## config.mk

```make
export PLATFORM = sky130hd
export DESIGN_NAME = exp_taylor_seq
export DESIGN_NICKNAME = d
export VERILOG_FILES = /design/src/rtl/exp_seq_pkg.sv /design/src/rtl/exp_seq_recip_rom.sv /design/src/rtl/exp_taylor_seq.sv
export SDC_FILE = /design/constraint.sdc
export NUM_CORES = 1
export LEC_CHECK = 0
export BUFFER_PORTS_ARGS = -buffer_cell sky130_fd_sc_hd__buf_4
export CAP_MARGIN = 30
export CORE_MARGIN = 2
export CORE_UTILIZATION = 50
export CTS_BUF_LIST = sky130_fd_sc_hd__clkbuf_4 sky130_fd_sc_hd__clkbuf_8
export DETAILED_ROUTE_END_ITERATION = 12
export PLACE_DENSITY = 0.79
export SLEW_MARGIN = 20
export SYNTH_ARGS = -nofsm -noshare
export SYNTH_HDL_FRONTEND = slang
export SYNTH_HIERARCHICAL = 1
export SYNTH_SLANG_ARGS = --single-unit
```

## constraint.sdc

```tcl
create_clock -name clk -period 2.85 [get_ports clk]
set_clock_uncertainty 0.15 [all_clocks]
set_input_delay 0 -clock clk [delete_from_list [all_inputs] [get_ports clk]]
set_output_delay 0 -clock clk [all_outputs]
set_load 0.02 [all_outputs]
```

## src/rtl/exp_seq_pkg.sv

```systemverilog
// Shared constants, opcodes and FSM state type for the exp(x) Taylor-series sequencer.
package exp_seq_pkg;

  localparam logic [3:0]  OP_NOP  = 4'b0000;
  localparam logic [3:0]  OP_FMUL = 4'b0111;
  localparam logic [3:0]  OP_FADD = 4'b0101;
  localparam logic [31:0] FP_ONE  = 32'h3F800000;

  typedef enum logic [2:0] {
    StIdle,
    StMulX,
    StMulR,
    StAdd,
    StFin
  } state_e;

  // fp32 1/k for k = 1..7; entry 0 is never addressed
  localparam logic [7:0][31:0] RECIP = {
    32'h3E124925, 32'h3E2AAAAB, 32'h3E4CCCCD, 32'h3E800000,
    32'h3EAAAAAB, 32'h3F000000, 32'h3F800000, 32'h00000000
  };

endpackage

```

## src/rtl/exp_seq_recip_rom.sv

```systemverilog
// Combinational lookup of the fp32 reciprocal 1/k used to form x^k/k!.
module exp_seq_recip_rom
  import exp_seq_pkg::*;
(
  input  logic [2:0]  k_i,
  output logic [31:0] recip_o
);

  assign recip_o = RECIP[k_i];

endmodule

```

## src/rtl/exp_taylor_seq.sv

```systemverilog
// exp(x) as a truncated Taylor series, sequenced over one shared fp ALU via req/gnt.
module exp_taylor_seq
  import exp_seq_pkg::*;
#(
  parameter int unsigned N_TERMS = 6,
  parameter int unsigned ALU_LAT = 0
) (
  input  logic        clk,
  input  logic        rst_n,
  input  logic        start,
  input  logic [31:0] x_in,
  output logic        busy,
  output logic        done,
  output logic [31:0] result,
  output logic        alu_req,
  input  logic        alu_gnt,
  output logic [31:0] alu_a,
  output logic [31:0] alu_b,
  output logic [3:0]  alu_op,
  input  logic [63:0] alu_out
);

  localparam int unsigned CntW = (ALU_LAT > 0) ? $clog2(ALU_LAT + 1) : 1;

  state_e          state_q, state_d;
  logic [CntW-1:0] cnt_q, cnt_d;
  logic [2:0]      k_q, k_d;
  logic [31:0]     x_q, x_d, term_q, term_d, sum_q, sum_d, result_q, result_d;
  logic            busy_q, busy_d, done_q, done_d;
  logic [31:0]     recip;
  logic [31:0]     alu_res;
  logic [31:0]     unused_alu_hi;
  logic            fire;
  logic            last_k;

  exp_seq_recip_rom u_recip_rom (
    .k_i     (k_q),
    .recip_o (recip)
  );

  assign alu_res       = alu_out[31:0];
  assign unused_alu_hi = alu_out[63:32];
  // An op completes on the granted cycle that follows ALU_LAT earlier granted cycles
  assign fire   = alu_gnt && (cnt_q == CntW'(ALU_LAT));
  assign last_k = (k_q == 3'(N_TERMS - 1));

  assign busy   = busy_q;
  assign done   = done_q;
  assign result = result_q;

  always_comb begin
    state_d  = state_q;
    cnt_d    = cnt_q;
    k_d      = k_q;
    x_d      = x_q;
    term_d   = term_q;
    sum_d    = sum_q;
    result_d = result_q;
    busy_d   = busy_q;
    done_d   = 1'b0;
    alu_req  = 1'b0;
    alu_op   = OP_NOP;
    alu_a    = '0;
    alu_b    = '0;

    unique case (state_q)
      StIdle: begin
        if (start) begin
          x_d     = x_in;
          term_d  = FP_ONE;
          sum_d   = FP_ONE;
          k_d     = 3'd1;
          busy_d  = 1'b1;
          state_d = StMulX;
        end
      end
      StMulX: begin
        alu_req = 1'b1;
        alu_op  = OP_FMUL;
        alu_a   = term_q;
        alu_b   = x_q;
        if (fire) begin
          term_d  = alu_res;
          state_d = StMulR;
        end
      end
      StMulR: begin
        alu_req = 1'b1;
        alu_op  = OP_FMUL;
        alu_a   = term_q;
        alu_b   = recip;
        if (fire) begin
          term_d  = alu_res;
          state_d = StAdd;
        end
      end
      StAdd: begin
        alu_req = 1'b1;
        alu_op  = OP_FADD;
        alu_a   = sum_q;
        alu_b   = term_q;
        if (fire) begin
          sum_d = alu_res;
          if (last_k) begin
            state_d = StFin;
          end else begin
            k_d     = k_q + 3'd1;
            state_d = StMulX;
          end
        end
      end
      StFin: begin
        result_d = sum_q;
        done_d   = 1'b1;
        busy_d   = 1'b0;
        state_d  = StIdle;
      end
      default: state_d = StIdle;
    endcase

    if (alu_req && alu_gnt) begin
      cnt_d = fire ? '0 : cnt_q + CntW'(1);
    end
  end

  always_ff @(posedge clk or negedge rst_n) begin
    if (!rst_n) begin
      state_q  <= StIdle;
      cnt_q    <= '0;
      k_q      <= 3'd1;
      x_q      <= '0;
      term_q   <= '0;
      sum_q    <= '0;
      result_q <= '0;
      busy_q   <= 1'b0;
      done_q   <= 1'b0;
    end else begin
      state_q  <= state_d;
      cnt_q    <= cnt_d;
      k_q      <= k_d;
      x_q      <= x_d;
      term_q   <= term_d;
      sum_q    <= sum_d;
      result_q <= result_d;
      busy_q   <= busy_d;
      done_q   <= done_d;
    end
  end

endmodule
```

==> qor.yml, run 1 <==
place_ws_ps: 469.8
syn_area_um2: 6714
fin_hold_ws_ps: 166.6
worst_pin_slew_ps: 678.1
cts_sinks: 137
cts_hold_buf: 67
ir_drop_v: 0.0006520
ant_nets: 0
worstPathArrival_ps: 2480
antenna_cells: 0
worstSetupEndpointType: "output port"
cts_setup_buffers: 0
netlist.area_leader.share_pct: 50.69
setup_ws_ps: 215.1
fillers: 936
yosysTopAreaCell: "dfrtp_1"
hpwl_mm: 11.85
port-buffer-count: 169
rsz0062_at_grt: "no"
relSlewSlack_pct: 54.80
wire_per_inst_um: 20.32
hold_viol: 0
vias_per_cell: 5.787
drive_above_1_share_pct: 42.95
fmax_mhz: 379.5
power_mw: 11.01
core_area_um2: 13190
min_path_type: "input pin to flip-flop"
grt_overflow: 0
firstDrtPassIters: 4
min_period_over_period_pct: 92.45
numCtsBuffers: 17
io-pin-count: 203
synth_edf_count: 0
drc_errors: 0
leakagePower_nw: 4.335
globalplace.congestion: 0.8527
die_w_um: 119.9
wl_mm: 18.86
first_global_vias: 5249
drv_slew: 0
syn_avg_cell_area_um2: 12.57
fin_crit_ps: 2635
powerDensity_nw_per_um2: 1215
dieArea_um2: 14370
startpoint_type: "flip-flop"
synth_cells: 534
ys_types: 46
htree_levels: 4
start_util_pct: 50.90
ys.flop_type: "dfrtp_1"
critical_path_required_ps: 2700
finalSetupViolCount: 0
grt_max_degree: 109
synth_area_leaders: "dfrtp_1 51%, mux2_2 15%, a22o_1 11%"
tritoncts: "done"
dr_total_vias: 5370
first_iter_violations: 464
fp-row-count: 42
synth-seq-cells: 137
layout.nets: 846
yosysMostFrequentCell: "dfrtp_1"
worstSkewPairLatency_ps: 460
setup_tns_ps: 0
dpl_cell_area_um2: 7911
cap_violations: 0
clockBufferDepth: 2
cts-resized-gates: 0
grt_pass1_wl_mm: 29.24
postLayoutCellArea_um2: 9059
path_max_fanout: 32
antenna_found_initial: 0
place_inst: 826
die_h_um: 119.9
yosysSeqAreaShare_pct: 51.08
critPathKind: "flip-flop to output port"
status: "complete, no violations"
yosys_warnings: 6
post-route-util_pct: 68.68
syn_to_final_growth_pct: 34.92
clkTransAtPathRegs_ps: 80
clockRootBuffer: "clkbuf_8"
ys_async_sr_fraction_pct: 100.0
grt_usage_pct: 26.63
stdcell_count: 928
yosys-top-cells-count: "136 x dfrtp_1, 92 x mux2_2, 82 x a22o_1"
==> kinds of logic (layout without fill, tap and decap cells) <==
kind of cell,Yosys count,count (layout),share of synthesized area (%)
buffers and inverters,73,287,6.932
flip-flops,137,137,51.08
AND/OR/NAND/NOR,68,68,5.460
XOR/XNOR,1,1,0.1305
other,2,6,0.1119
multiplexers,97,97,16.27
AO/OA/AOI/OAI,149,149,18.71
adder cells (fa/ha/maj),7,7,1.304
==> final timing paths <==
| path | start | end | slack (ps) | cells past startpoint |
|---|---|---|---|---|
| setup / recovery | state_q[0] | alu_b[15] | 220 | 6 |
| hold / removal | x_in[30] | x_q[30] | 170 | 3 |
| setup reg to reg | state_q[1] | x_q[16] | 460 | 3 |
| hold reg to reg | x_q[7] | x_q[7] | 340 | 1 |
| max in group asynchronous | rst_n | result[6] | 1250 | 5 |
| min in group asynchronous | rst_n | x_q[28] | 450 | 3 |
==> placed cells by master, fill, tap and decap left out, types with 2 or more instances in the layout <==
cell	n
buf_4	174
dfrtp_1	135
mux2_2	92
a22o_1	82
dlygate4sd3_1	68
nor2_1	37
a22oi_1	32
clkbuf_8	18
o22a_1	14
nand2_1	9
ha_1	7
clkinvlp_4	7
conb_1	6
inv_1	5
mux2_1	5
a21oi_1	4
a21boi_0	3
o21ai_0	3
inv_6	3
bufinv_16	3
buf_12	3
nor3_4	2
nand2b_1	2
and4bb_2	2
nor3b_1	2
nor2b_1	2
o22ai_1	2
buf_8	2
and2_2	2
o21ai_2	2
==> power by group <==
| group | internal, mW | switching [mW] | leakage [nW] |
|---|---|---|---|
| Combinational | 2.78 | 3.18 | 2.42 |
| Clock | 0.904 | 0.803 | 0.191 |
| Sequential | 2.67 | 0.675 | 1.72 |
==> flip-flops by register name (all words and copies together) (netlist names) <==
name	flops
result	32
sum_q	32
term_q	32
x_q	32
k_q	3
state_q	3
busy	1
cnt_q	1
done	1
==> metal layers <==
metal,part of all wire [%],vias to the layer above,GRT usage [%],wire (um)
met5,0,-,0,0
met4,2.7,0,11.32,503
met3,5.8,40,4.990,1094
met2,48,255,40.46,8979
met1,44,2707,37.64,8282
li1,-,2368,-,-
==> cell type report <==
type                            count  area (um2)  share of cell area [%]
Sequential cell                   137        3431                   37.87
Clock buffer                       19       255.2                   2.818
Clock inverter                     13       168.9                   1.865
Tap cell                          176       220.2                   2.431
Inverter                            6       22.52                  0.2486
Multi-Input combinational cell    328        2845                   31.41
Timing Repair Buffer              249        2116                   23.36
==> critical path, cell delays in order, from the launching register on <==
cell and delay, ps:
dfrtp_2 580, buf_4 410, nor2b_2 200, buf_4 330, a22oi_1 170, nor2_1 160, buf_4 170
Note: power is estimated with default switching activity, not from simulation.
==> run 2, diff against run 1 <==
--- a/config.mk
+++ b/config.mk
@@ -12,6 +12,7 @@
 export CTS_BUF_LIST = sky130_fd_sc_hd__clkbuf_4 sky130_fd_sc_hd__clkbuf_8
 export DETAILED_ROUTE_END_ITERATION = 12
 export PLACE_DENSITY = 0.79
+export RECOVER_POWER = 50
 export SLEW_MARGIN = 20
 export SYNTH_ARGS = -nofsm -noshare
 export SYNTH_HDL_FRONTEND = slang
==> run 2 against run 1 <==
  * Critical path depth increased by 2
  * Non-clock buffer count stayed put
  * Sequential share of layout area increased by 0.78 points
  * Count of clock-buffer cells in the layout did not move
  * Routed wire length is essentially flat
  * Utilization down 1.4 points
==> qor.yml, run 2 (synthesis results as in run 1) <==
drv_slew: 0  # unchanged
core_area_um2: 13190  # unchanged
hold_viol: 0  # unchanged
antenna_found_initial: 0  # unchanged
clockRootBuffer: "clkbuf_8"  # unchanged
firstDrtPassIters: 5  # was 4
dr_total_vias: 5381  # was 5370
relSlewSlack_pct: 9.583  # was 54.80%
min_path_type: "input pin to flip-flop"  # unchanged
post-route-util_pct: 67.29  # was 68.68%
fin_crit_ps: 2629  # was 2635 ps
fmax_mhz: 380.4  # was 379.5 MHz
grt_overflow: 0  # unchanged
min_period_over_period_pct: 92.23  # was 92.45%
critical_path_required_ps: 2700  # about the same
powerDensity_nw_per_um2: 1225  # was 1215 nW/um2
die_w_um: 119.9  # unchanged
hpwl_mm: 11.85  # unchanged
antenna_cells: 0  # unchanged
drc_errors: 0  # unchanged
fillers: 973  # was 936
vias_per_cell: 5.798  # was 5.787
grt_max_degree: 109  # unchanged
path_max_fanout: 6  # was 32
drive_above_1_share_pct: 37.90  # was 42.95%
cts-resized-gates: 0  # unchanged
io-pin-count: 203  # unchanged
startpoint_type: "flip-flop"  # unchanged
r2r_slack_ps: 310  # was 460 ps
clkTransAtPathRegs_ps: 80  # about the same
numCtsBuffers: 17  # unchanged
worstSetupEndpointType: "output port"  # unchanged
syn_to_final_growth_pct: 32.20  # was 34.92%
clockBufferDepth: 2  # unchanged
layout_common_cells: "135 x dfrtp_1, 135 x buf_4, 92 x mux2_2"  # was 174 x buf_4, 135 x dfrtp_1, 92 x mux2_2
first_iter_violations: 472  # was 464
port-buffer-count: 169  # unchanged
finalSetupViolCount: 0  # unchanged
critPathKind: "flip-flop to output port"  # unchanged
rsz0062_at_grt: "no"  # unchanged
grt_usage_pct: 26.63  # unchanged
setup_tns_ps: 0  # unchanged
globalplace.congestion: 0.8527  # unchanged
leakagePower_nw: 4.168  # was 4.335 nW
wl_mm: 18.86  # about the same
dieArea_um2: 14370  # unchanged
first_global_vias: 5249  # unchanged
fp-row-count: 42  # unchanged
tritoncts: "done"  # unchanged
worstPathArrival_ps: 2480  # about the same
die_h_um: 119.9  # unchanged
wire_per_inst_um: 20.32  # about the same
layout.nets: 846  # unchanged
cts_sinks: 137  # unchanged
worstSkewPairLatency_ps: 460  # about the same
start_util_pct: 50.90  # unchanged
ant_nets: 0  # unchanged
htree_levels: 4  # unchanged
cap_violations: 0  # unchanged
ir_drop_v: 0.0006512  # was 0.0006520 V
status: "complete, no violations"  # unchanged
worst_pin_slew_ps: 1356  # was 678.1 ps
grt_pass1_wl_mm: 29.24  # unchanged
-- run 2: power by group --
| group | internal (mW) | switching [mW] | leakage, nW |
|---|---|---|---|
| Sequential | 2.67 | 0.674 | 1.72 |
| Combinational | 2.66 | 3.16 | 2.26 |
| Clock | 0.904 | 0.805 | 0.191 |
| Total | 6.24 | 4.64 | 4.17 |
-- run 2: layer usage --
metal  GRT usage [%]  vias up  wire [um]
li1                -     2364          -
met1           37.64     2718       8155
met2           40.46      257       9047
met3           4.990       42       1148
met4           11.32        0        504
met5               0        -          0
-- run 2: area by class of cell --
| cell class | instances | area [um2] | area share, % |
|---|---|---|---|
| timing repair buffer | 249 | 1953 | 22.00 |
| clock buffer | 19 | 255.2 | 2.876 |
| sequential | 137 | 3431 | 38.65 |
| clock inverter | 13 | 168.9 | 1.903 |
| tap | 176 | 220.2 | 2.481 |
| multi-input combinational | 328 | 2825 | 31.83 |
| inverter | 6 | 22.52 | 0.2537 |
-- run 2: what timing repair did --
action,CTS,global route
hold endpoints to repair,207,50
hold buffers,67,1
buffers inserted,0,0
-- run 2: path summary, 6_finish.rpt --
| kind | cells after the start | from | to |
|---|---|---|---|
| min reg2reg | 1 | x_q[7] | x_q[7] |
| min | 3 | x_in[30] | x_q[30] |
| max reg2reg | 4 | state_q[1] | result[14] |
| max in group asynchronous | 5 | rst_n | sum_q[6] |
| min in group asynchronous | 3 | rst_n | x_q[28] |
| max | 8 | k_q[0] | alu_b[15] |
-- run 2: critical path: stages (launching register included) --
cell	delay, ps
dfstp_2	600
inv_1	110
ha_1	320
nand2_1	80
nand2_1	130
mux2_2	300
a22oi_1	190
nor2_1	90
buf_4	200
-- run 2: per-stage QoR --
step | power [mW] | hold WS, ps | setup WS, ps | cell area [um2] | std cells
floorplan | 7.116 | -445.6 | 984.2 | 6729 | 538
global placement | 8.932 | 33.66 | 528.6 | 7896 | 825
detailed placement | 9.107 | 54.73 | 469.8 | 7911 | 826
CTS | 10.90 | 127.6 | 254.3 | 9006 | 925
global route | 11.43 | 151.1 | 56.75 | 8876 | 928
finish | 10.88 | 167.1 | 221.3 | 8876 | 928
==> run 3, diff against run 2 <==
--- a/config.mk
+++ b/config.mk
@@ -8,10 +8,10 @@
 export BUFFER_PORTS_ARGS = -buffer_cell sky130_fd_sc_hd__buf_4
 export CAP_MARGIN = 30
 export CORE_MARGIN = 2
-export CORE_UTILIZATION = 50
+export CORE_UTILIZATION = 58
 export CTS_BUF_LIST = sky130_fd_sc_hd__clkbuf_4 sky130_fd_sc_hd__clkbuf_8
 export DETAILED_ROUTE_END_ITERATION = 12
-export PLACE_DENSITY = 0.79
+export PLACE_DENSITY = 0.9
 export RECOVER_POWER = 50
 export SLEW_MARGIN = 20
 export SYNTH_ARGS = -nofsm -noshare
==> run 3 against run 2 <==
  * The flow now finishes with violations (max-capacitance violations, max-slew violations)
  * Power about the same
  * Critical endpoint is now term_q[16]
  * Critical path type is now flip-flop to flip-flop
  * Register-to-register slack worse by 80 ps
  * Sequential power about the same
  * Via count up 0.98%
==> qor.yml, run 3 (synthesis results as in run 1) <==
fin_hold_ws_ps: 159.0  # was 167.1 ps
postLayoutCellArea_um2: 8810  # was 8876 um2
die_w_um: 111.6  # was 119.9 um
grt_pass1_wl_mm: 30.17  # was 29.24 mm
fp-row-count: 39  # was 42
tritoncts: "done"  # unchanged
worstPathArrival_ps: 2820  # was 2480 ps
rsz0062_at_grt: "no"  # unchanged
path_max_fanout: 36  # was 6
numCtsBuffers: 17  # unchanged
post-route-util_pct: 77.48  # was 67.29%
wl_mm: 19.10  # was 18.86 mm
layout_commonest_cell: "dfrtp_1"
die_h_um: 111.6  # was 119.9 um
first_global_vias: 5456  # was 5249
critPathKind: "flip-flop to flip-flop"  # was flip-flop to output port
r2r.worst_path.cells: 4  # unchanged
start_util_pct: 59.05  # was 50.90%
first_iter_violations: 507  # was 472
place_inst: 793  # was 826
syn_to_final_growth_pct: 31.22  # was 32.20%
startpoint_type: "flip-flop"  # unchanged
relSlewSlack_pct: -32.06  # was 9.583%
min_period_over_period_pct: 91.87  # was 92.23%
clkTransAtPathRegs_ps: 90  # was 80 ps
worstSkewPairLatency_ps: 460  # about the same
fin_crit_ps: 2618  # was 2629 ps
htree_levels: 4  # unchanged
ir_drop_v: 0.0007327  # was 0.0006512 V
ant_nets: 0  # unchanged
stdcell_count: 895  # was 928
dieArea_um2: 12450  # was 14370 um2
fmax_mhz: 381.9  # was 380.4 MHz
layout_common_cells: "136 x dfrtp_1, 135 x buf_4, 92 x mux2_2"  # was 135 x dfrtp_1, 135 x buf_4, 92 x mux2_2
dpl_cell_area_um2: 7848  # was 7911 um2
port-buffer-count: 169  # unchanged
crit_path_start: "state_q[2]"  # was k_q[0]
core_area_um2: 11370  # was 13190 um2
cp-endpoint: "term_q[16]"  # was alu_b[15]
powerDensity_nw_per_um2: 1234  # was 1225 nW/um2
clockBufferDepth: 2  # unchanged
vias_per_cell: 6.072  # was 5.798
drv_slew: 79  # was 0
violations: "max-capacitance violations, max-slew violations"
hold_viol: 0  # unchanged
cts_setup_buffers: 0  # unchanged
globalplace.congestion: 0.8824  # was 0.8527
hpwl_mm: 12.08  # was 11.85 mm
cts_sinks: 137  # unchanged
worstSetupEndpointType: "flip-flop"  # was output port
grt_overflow: 0  # unchanged
antenna_found_initial: 1  # was 0
power_mw: 10.88  # about the same
r2r_slack_ps: 230  # was 310 ps
finalSetupViolCount: 0  # unchanged
drive_above_1_share_pct: 37.55  # was 37.90%
setup_tns_ps: 0  # unchanged
firstDrtPassIters: 5  # unchanged
io-pin-count: 203  # unchanged
grt_usage_pct: 31.13  # was 26.63%
cap_violations: 1  # was 0
worstReg2RegStart: "state_q[2]"  # was state_q[1]
leakagePower_nw: 4.175  # was 4.168 nW
worst_pin_slew_ps: 1981  # was 1356 ps
place_ws_ps: 348.7  # was 469.8 ps
clockRootBuffer: "clkbuf_8"  # unchanged
setup_ws_ps: 231.7  # was 221.3 ps
min_path_type: "input pin to flip-flop"  # unchanged
reg2reg_to: "term_q[16]"  # was result[14]
dr_total_vias: 5434  # was 5381
multi_input_area_um2: 2833  # was 2825 um2
layout.nets: 845  # was 846
wire_per_inst_um: 21.34  # was 20.32 um
final-seq-area_um2: 3430  # was 3431 um2
status: "finished with violations"  # was complete, no violations
fillers: 691  # was 973
grt_max_degree: 80  # was 109
drc_errors: 0  # unchanged
critical_path_required_ps: 3050  # was 2700 ps
run 3: area by class of cell:
| cell class | count | area share (%) |
|---|---|---|
| Inverter | 6 | 0.2556 |
| Timing Repair Buffer | 248 | 21.79 |
| Multi-Input combinational cell | 328 | 32.15 |
| Antenna cell | 1 | 0.02841 |
| Sequential cell | 137 | 38.93 |
| Tap cell | 143 | 2.031 |
| Clock inverter | 11 | 1.534 |
| Clock buffer | 21 | 3.281 |
run 3: critical path: stages, from the launching register on:
cell      delay (ps)
dfrtp_1          740
clkbuf_2         700
nor3_1           140
clkbuf_2         390
a22o_1           370
run 3: what timing repair did:
action | 4_1_cts | 5_1_grt
resized for setup | 0 | 2
hold buffers | 67 | 0
endpoints found under the hold margin | 239 | 0
endpoints found under the setup margin | 0 | 25
run 3: power by group:
part / leakage, nW / total [mW] / internal (mW) / switching (mW)
Sequential: 1.72 / 3.37 / 2.67 / 0.695
Combinational: 2.25 / 5.83 / 2.64 / 3.19
Clock: 0.206 / 1.68 / 0.883 / 0.802
Total: 4.17 / 10.9 / 6.19 / 4.69
run 3: worst min path at each step:
stage	startpoint	endpoint	slack [ps]	depth (start not counted)
6_report	x_in[9]	x_q[9]	160	3
5_1_grt	x_in[7]	x_q[7]	150	3
4_1_cts	rst_n	x_q[25]	4	2
3_5_place_dp	rst_n	x_q[25]	-70	1
3_3_place_gp	rst_n	x_q[29]	-70	1
2_1_floorplan	rst_n	busy	-450	0
run 3: metal layers:
layer	track usage (%)	vias up	share of wire [%]
met5	0	-	0
met4	13.50	0	3.7
met3	6.913	59	7.5
met2	49.02	322	48
met1	42.05	2689	41
li1	-	2364	-
